**config.mk**
```make
export PLATFORM = sky130hd
export DESIGN_NAME = alu_arbiter
export DESIGN_NICKNAME = d
export VERILOG_FILES = /design/src/rtl/alu_pkg.sv /design/src/rtl/rr_arb2.sv /design/src/rtl/alu_arbiter.sv
export SDC_FILE = /design/constraint.sdc
export NUM_CORES = 1
export LEC_CHECK = 0
export ABC_AREA = 1
export ABC_CLOCK_PERIOD_IN_PS = 4300
export CORE_MARGIN = 5
export CORE_UTILIZATION = 37
export CTS_CLUSTER_DIAMETER = 60
export DETAILED_ROUTE_END_ITERATION = 8
export GPL_TIMING_DRIVEN = 0
export MAX_ROUTING_LAYER = met4
export PLACE_DENSITY = 0.8
export RECOVER_POWER = 50
export SYNTH_ARGS = -nofsm -noshare
export SYNTH_HDL_FRONTEND = slang
export SYNTH_HIERARCHICAL = 1
export SYNTH_SLANG_ARGS = --single-unit
```
**constraint.sdc**
```tcl
create_clock -name clk -period 4.3 [get_ports clk]
set_input_delay 0.645 -clock clk [delete_from_list [all_inputs] [get_ports clk]]
set_output_delay 0.645 -clock clk [all_outputs]
set_load 0.03 [all_outputs]
```
**src/rtl/alu_pkg.sv**
```systemverilog
// Shared definitions for the ALU arbiter: opcodes, flag bit positions,
// controller states and the per-opcode flag update mask.
package alu_pkg;

   localparam logic [3:0] OP_ADD    = 4'b0000;
   localparam logic [3:0] OP_SUB    = 4'b0001;
   localparam logic [3:0] OP_XOR    = 4'b0010;
   localparam logic [3:0] OP_SLL    = 4'b0100;
   localparam logic [3:0] OP_SRA    = 4'b0101;
   localparam logic [3:0] OP_ROR    = 4'b0110;
   localparam logic [3:0] OP_PADDSB = 4'b0111;
   localparam logic [3:0] OP_LLB    = 4'b1000;
   localparam logic [3:0] OP_LHB    = 4'b1001;
   localparam logic [3:0] OP_LS     = 4'b1010;

   localparam int FLAG_Z = 2;
   localparam int FLAG_V = 1;
   localparam int FLAG_N = 0;

   typedef enum logic [1:0] {
      IDLE = 2'd0,
      EXEC = 2'd1,
      RESP = 2'd2
   } state_t;

   // Bits set in the returned mask are overwritten from the ALU flags; the rest hold.
   function automatic logic [2:0] flag_mask(input logic [3:0] op);
      logic [2:0] m;
      m = 3'b000;
      case (op)
         OP_ADD, OP_SUB: begin
            m[FLAG_Z] = 1'b1;
            m[FLAG_V] = 1'b1;
            m[FLAG_N] = 1'b1;
         end
         OP_XOR, OP_SLL, OP_SRA, OP_ROR, OP_PADDSB, OP_LLB, OP_LHB:
            m[FLAG_Z] = 1'b1;
         OP_LS:   m = 3'b000;
         default: m = 3'b000;
      endcase
      return m;
   endfunction

endpackage

```
**src/rtl/rr_arb2.sv**
```systemverilog
// Two-way round-robin grant; the port served last loses a tie.
module rr_arb2 (
   input  logic clk,
   input  logic rst_n,
   input  logic req0,
   input  logic req1,
   input  logic advance,
   output logic gnt0,
   output logic gnt1,
   output logic gnt_id
);

   logic last_grant;

   always_comb begin
      gnt_id = 1'b0;
      if (req0 && req1)
         gnt_id = ~last_grant;
      else if (req1)
         gnt_id = 1'b1;
      gnt0 = req0 && !gnt_id;
      gnt1 = req1 && gnt_id;
   end

   // Starting at 1 lets port 0 win the first tie after reset.
   always_ff @(posedge clk or negedge rst_n) begin
      if (!rst_n)
         last_grant <= 1'b1;
      else if (advance)
         last_grant <= gnt_id;
   end

endmodule

```
**src/rtl/alu_arbiter.sv**
```systemverilog
// Shares one combinational ALU between the execute stage (port 0) and the
// load/store address unit (port 1); owns the architectural {Z,V,N} flags.
module alu_arbiter
   import alu_pkg::*;
(
   input  logic        clk,
   input  logic        rst_n,
   input  logic        req0_valid,
   output logic        req0_ready,
   input  logic [3:0]  req0_op,
   input  logic [15:0] req0_a,
   input  logic [15:0] req0_b,
   input  logic        req1_valid,
   output logic        req1_ready,
   input  logic [3:0]  req1_op,
   input  logic [15:0] req1_a,
   input  logic [15:0] req1_b,
   output logic        resp0_valid,
   input  logic        resp0_ready,
   output logic        resp1_valid,
   input  logic        resp1_ready,
   output logic [15:0] resp_data,
   output logic [2:0]  resp_flag,
   output logic [2:0]  flags,
   output logic [15:0] alu_in1,
   output logic [15:0] alu_in2,
   output logic [3:0]  alu_op,
   input  logic [15:0] alu_out,
   input  logic [2:0]  alu_flag
);

   state_t      state;
   logic        armed;
   logic        id_q;
   logic [3:0]  op_q;
   logic [15:0] a_q;
   logic [15:0] b_q;
   logic        gnt0;
   logic        gnt1;
   logic        gnt_id;
   logic        accept;
   logic [2:0]  mask;

   rr_arb2 u_arb (
      .clk     (clk),
      .rst_n   (rst_n),
      .req0    (req0_valid),
      .req1    (req1_valid),
      .advance (accept),
      .gnt0    (gnt0),
      .gnt1    (gnt1),
      .gnt_id  (gnt_id)
   );

   // armed keeps both readies low until the first clock after reset release.
   assign req0_ready = armed && (state == IDLE) && gnt0;
   assign req1_ready = armed && (state == IDLE) && gnt1;
   assign accept     = (req0_valid && req0_ready) || (req1_valid && req1_ready);

   assign alu_op  = op_q;
   assign alu_in1 = a_q;
   assign alu_in2 = b_q;
   assign mask    = flag_mask(op_q);

   always_ff @(posedge clk or negedge rst_n) begin
      if (!rst_n) begin
         state       <= IDLE;
         armed       <= 1'b0;
         id_q        <= 1'b0;
         op_q        <= 4'b0000;
         a_q         <= 16'h0000;
         b_q         <= 16'h0000;
         resp_data   <= 16'h0000;
         resp_flag   <= 3'b000;
         flags       <= 3'b000;
         resp0_valid <= 1'b0;
         resp1_valid <= 1'b0;
      end else begin
         armed <= 1'b1;
         case (state)
            IDLE: begin
               if (accept) begin
                  id_q  <= gnt_id;
                  op_q  <= gnt_id ? req1_op : req0_op;
                  a_q   <= gnt_id ? req1_a  : req0_a;
                  b_q   <= gnt_id ? req1_b  : req0_b;
                  state <= EXEC;
               end
            end
            EXEC: begin
               resp_data   <= alu_out;
               resp_flag   <= alu_flag;
               flags       <= (flags & ~mask) | (alu_flag & mask);
               resp0_valid <= !id_q;
               resp1_valid <= id_q;
               state       <= RESP;
            end
            RESP: begin
               // Only the owning port's ready releases the result.
               if (id_q ? resp1_ready : resp0_ready) begin
                  resp0_valid <= 1'b0;
                  resp1_valid <= 1'b0;
                  state       <= IDLE;
               end
            end
            default: state <= IDLE;
         endcase
      end
   end

endmodule

```
# == Word level (Yosys, flattened, before mapping) ==
# Cells that the tools add are included.
# classes
eq_ne,12
mux,14
bitwise_logic,5
n_reduce_logical,19
# op_table
cell,n
2-to-1 mux 16 bit,2
equality test 4 x 3 -> 1 bit (second input constant),4
OR reduction 9 bit,1
equality test 4 bit (second input constant),2
logical AND 1 bit,8
AND 3 bit,2
2-to-1 mux 2 bit,3
case mux 2 bit (3 select lines),1
AND reduction 2 bit,3
2-to-1 mux 1 bit,5
equality test 4 x 1 -> 1 bit (second input constant),1
equality test 4 x 2 -> 1 bit (second input constant),1
logical NOT 4 bit,1
2-to-1 mux 4 bit,1
inequality test 2 bit (second input constant),2
case mux 1 bit (2 select lines),2
NOT 3 bit,1
OR 3 bit,1
equality test 2 x 1 -> 1 bit (second input constant),1
equality test 2 bit (second input constant),1
logical NOT 1 bit,2
logical NOT 2 bit,1
nonzero test 2 bit,1
OR reduction 2 bit,1
2 further kinds,2
# totals
reg_bits,65
inputBits,97
out_inout_bits,62
wordCells,62

# == Longest topological paths before layout ==
# depth
ltp_word,9
depth_mapped,8
depth_no_buf,7

# == By module ==
# The synthesis kept the hierarchy.
# modules_own_cells
module,instances,cells_each,area_each_um2
alu_arbiter,1,406,3030.4
rr_arb2,1,9,72.6

# == Worst setup path after synthesis ==
# OpenSTA, ideal clock, no wires.
# synth_path
path_type,input -> output
start,in req0_valid
end,out req1_ready
arrival_ns,1.302
path_slack_ns,2.353
path_stages,4
n_path_buf,0
path_cell_list,nand2_2 and2_1 inv_1 nor2_1
# synth_via
elab_chain_len,4
# synth_rtl
item,line_no,text
start: declaration,alu_arbiter.sv:8,"input logic req0_valid,"
logical AND 1 bit,rr_arb2.sv:17,if (req0 && req1)
2-to-1 mux 1 bit,rr_arb2.sv:17,
logical AND 1 bit,rr_arb2.sv:22,gnt1 = req1 && gnt_id;
named net gnt1,alu_arbiter.sv:39,logic gnt1;
logical AND 1 bit,alu_arbiter.sv:57,assign req1_ready = armed && (state == IDLE) && gnt1;
end: declaration,alu_arbiter.sv:14,"output logic req1_ready,"
# The timed path passes the listed nets, and every way through them passes these cells.

# == Final worst setup path ==
# layout_path
start,in req0_valid
end,out req0_ready
# layout_via
elab_chain_len,5
# layout_rtl
item,line_no,text
logical AND 1 bit,rr_arb2.sv:17,
2-to-1 mux 1 bit,rr_arb2.sv:17,
logical NOT 1 bit,rr_arb2.sv:21,gnt0 = req0 && !gnt_id;
logical AND 1 bit *,rr_arb2.sv:21,
named net gnt0,alu_arbiter.sv:38,logic gnt0;
logical AND 1 bit *,alu_arbiter.sv:56,assign req0_ready = armed && (state == IDLE) && gnt0;
end: declaration,alu_arbiter.sv:9,"output logic req0_ready,"
# Mark *: on every way through the listed nets, which the timed path passes. The rest lies on a longest branch.

==> results.txt <==
The tools report the number of filler instances in the final layout as 719. The share of the synthesized area in the top cell type was 51.6%; the routed metal-1 wirelength was 4.04 mm. Synthesis produced a netlist whose cell count is 415. The worst setup path is of the in -> out kind. The logs give 3.43 mW for the total chip power and 681 for the number of nets at the end of the flow.

Entering global routing, the biggest net connects 66 pins. The most numerous cell in the Yosys netlist was sky130_fd_sc_hd__nand2_1. The number of iterations in the first detailed-routing pass was 4. Setup slack closes at 1.38 ns. For this design the static power due to leakage is 2.51 nW. The total core area was 8180 sq um. After global routing the overflow that remains totals 0.

The final reports fail on max-capacitance violations, max-slew violations. Sequential cells were found to cover 52.5% of the synthesized design area. The final standard cell count with taps included and fillers excluded is 694. The number of antenna diodes in the final layout is 0. The share of the cycle needed by the critical path after routing was 67.8%; the number of enable flip-flop cells after synthesis was 0.

The floorplan step set the die height to 102 microns. Headroom to the max-slew limit came out at -5.63%. The synthesized area per cell was 7.48 sq um. The floorplan has 33 rows. The most used flip-flop cell after synthesis is sky130_fd_sc_hd__dfrtp_1. Across all register-to-register paths, the minimum setup slack is 2.51 ns. Based on the critical path, the design can be clocked at up to 343 MHz. The share of cells above drive strength 1 is 5.43%, and the data required time of the worst path is 3.65 ns. The tree is rooted in a sky130_fd_sc_hd__clkbuf_8. Synthesized flop and latch total: 65. The run finished, with violations left. The setup-violating endpoint count in the final report came out at 0.

The number of clock buffers added by TritonCTS is 9. Depth of the worst register-to-register path: 7. The count of max-cap constraint violations was 1; the DRC violations left was 0. The I/O pin count was 159; the post-detailed-route via-to-cell ratio was 4.62. The run gives 3,379 as the via count of the first global-routing pass. The CTS H-tree depth was 3.

TritonCTS built the clock tree. For the post-synthesis net count, the log shows 512. The worst setup path is captured at a primary output. After detailed routing, the met2 layer carries 4.50 mm of wire. In this run the deepest clock path goes through 2 buffers. Once the floorplan was initialized, standard cells occupied 38.0% of the core. Setup repair after global routing left no endpoint under its margin.

The number of hold buffers added after CTS was 0. Yosys printed 6 warnings. The largest total area in the synthesized netlist belongs to sky130_fd_sc_hd__dfrtp_1. The number of setup buffers added after CTS is 0. The run gives 780 microns as the total met3 wirelength after detailed routing. The violation count after the first detailed-route iteration is 113. After detailed routing, the average wire length per cell comes to 13.5 microns.

The hold violation count in the final report came out at 0. The highest net fanout along the worst path works out to 4. For the final antenna-violating net count, the log shows 0. The instance count along the most critical hold path came out at 2.

The launch point of the worst reg-to-reg path is u_arb/last_grant$_DFFE_PN1P_. By count the netlist is led by sky130_fd_sc_hd__nand2_1, sky130_fd_sc_hd__dfrtp_1, sky130_fd_sc_hd__inv_1. For the count of different cell masters after synthesis, the log shows 17. After legalization and detailed placement, the total HPWL measured 7.27 mm. The power per cell area came out at 680 nW/um^2.

In this run the worst hold path is classified as reg -> reg. The first global-routing pass estimated 15.6 mm of wire. The source-to-sink clock delay at the later pin of the worst-skew pair is 0.33 ns, and the count of final max-slew check failures is 66. The final layout contains routed wiring with a total length of 9.40 mm. Relative area change from synthesis to final layout: 62.6%.

The routed design could run at a clock period as short as 2.92 ns. In the post-synthesis netlist, the biggest area contributors are sky130_fd_sc_hd__dfrtp_1, sky130_fd_sc_hd__nand2_1, sky130_fd_sc_hd__nand3_1. After clock tree synthesis, the clock-pin slew on the worst setup and hold paths is 0.07 ns. Data on the critical path arrives at its endpoint at 2.27 ns. Timing analysis after detailed placement gives a worst setup slack of 1.39 ns. The tools report the capturing point of the worst reg2reg path as alu_in2[15]$_DFFE_PN0P_.

Peak supply drop: 320 uV. After detailed routing, no signal wire sits above met4. The logs give 3100 sq um for the post-synthesis instance area and 65 for the number of sinks handled by clock tree synthesis.

The sink of the worst hold path is resp_data[9]$_DFFE_PN0P_. Global routing consumed, over all layers together, 19.5% of the routing resources. The tools report the worst min-delay path startpoint as resp_data[9]$_DFFE_PN0P_.

The congestion estimate from routability-driven global placement came to 0.767. The tools report the clock skew as 0.00793 ns. The worst setup path is launched from a primary input. The floorplan step set the die width to 102 microns. The die covers 10,300 sq um.

The detailed router placed 3,207 vias in this run. The pin slew with the least headroom to its limit is 1.58 ns. In this run, placement finished with an instance count of 678. Buffers placed on the I/O ports in this run total 158. Setup total negative slack on the finished layout was measured at 0 ns.

The number of gates resized after CTS was 0. For the initial antenna violation count, the log shows 0. For this run, asynchronously set or reset flops after synthesis account for 100%.
[cells in the final DEF, fill, tap and decap left out, types with 2 or more instances in the layout]
cell and count:
sky130_fd_sc_hd__dlygate4sd3_1 4, sky130_fd_sc_hd__bufinv_16 3, sky130_fd_sc_hd__nand4_1 3, sky130_fd_sc_hd__clkbuf_1 11, sky130_fd_sc_hd__buf_1 2, sky130_fd_sc_hd__nand2_1 181, sky130_fd_sc_hd__clkbuf_8 10, sky130_fd_sc_hd__clkdlybuf4s50_1 153
sky130_fd_sc_hd__clkinv_2 3, sky130_fd_sc_hd__and2_1 2, sky130_fd_sc_hd__dfrtp_1 64, sky130_fd_sc_hd__o21ai_0 41, sky130_fd_sc_hd__buf_4 3, sky130_fd_sc_hd__nand3_1 45, sky130_fd_sc_hd__inv_1 47, sky130_fd_sc_hd__buf_2 8
sky130_fd_sc_hd__nor2_1 3
[worst max-delay path, stage by stage]
cell	delay, ns
sky130_fd_sc_hd__clkdlybuf4s50_1	0.53
sky130_fd_sc_hd__nand2_2	0.10
sky130_fd_sc_hd__a21boi_2	0.15
sky130_fd_sc_hd__inv_1	0.05
sky130_fd_sc_hd__nor2_1	0.11
sky130_fd_sc_hd__clkdlybuf4s50_1	0.69
[cell type report]
cell class	count	area (sq um)	area share [%]
Sequential cell	65	1630	32.3
Timing Repair Buffer	158	1580	31.2
Multi-Input combinational cell	279	1180	23.4
Inverter	47	176	3.50
Clock buffer	10	138	2.73
Tap cell	105	131	2.60
Buffer	24	111	2.21
Clock inverter	6	105	2.08
[power breakdown]
| part | switching (mW) | internal, mW |
|---|---|---|
| registers | 0.166 | 0.900 |
| clock network | 0.232 | 0.398 |
| logic | 1.02 | 0.717 |
[metal layers]
layer | GRT usage (%) | up-vias
met2 | 30.8 | 119
met3 | 5.30 | 10
met1 | 24.0 | 1463
li1 | - | 1615
met5 | - | -
met4 | 6.95 | 0
[registers in the layout, indices dropped and copies added, names as in the netlist, named ones only]
signal and flops:
resp_data 16, state 2, alu_op 4, alu_in2 16, armed 1, u_arb/last_grant 1
alu_in1 16, resp0_valid 1, resp_flag 3, id_q 1, resp1_valid 1
[metrics by stage]
stage | area (sq um) | util, % | hold WS, ns
2_1_floorplan | 3100 | - | 0.349
3_5_place_dp | 4810 | 58.9 | 0.459
3_3_place_gp | 4820 | 58.9 | 0.453
4_1_cts | 5060 | 61.8 | 0.432
5_1_grt | 5050 | 61.7 | 0.479
6_report | 5050 | 61.7 | 0.467
[worst max-delay path by stage]
stage / startpoint / end / slack (ns)
CTS: req0_valid / req0_ready / 1.38
global placement: rst_n / alu_in1[11]$_DFFE_PN0P_ / 0.47
floorplan: req0_valid / req1_ready / 2.35
global route: req0_valid / req1_ready / 1.33
detailed placement: req0_valid / req0_ready / 1.39
finish: req0_valid / req0_ready / 1.38
[cells by family (layout without fill, tap and decap cells)]
logic type,count (synthesis),after routing,synth area share [%]
AND/OR/NAND/NOR,236,236,30.9
other,1,1,0.121
flip-flops,65,65,52.5
AO/OA/AOI/OAI,42,42,6.98
buffers and inverters,71,245,9.52
Power figures use the tool's default switching activity.
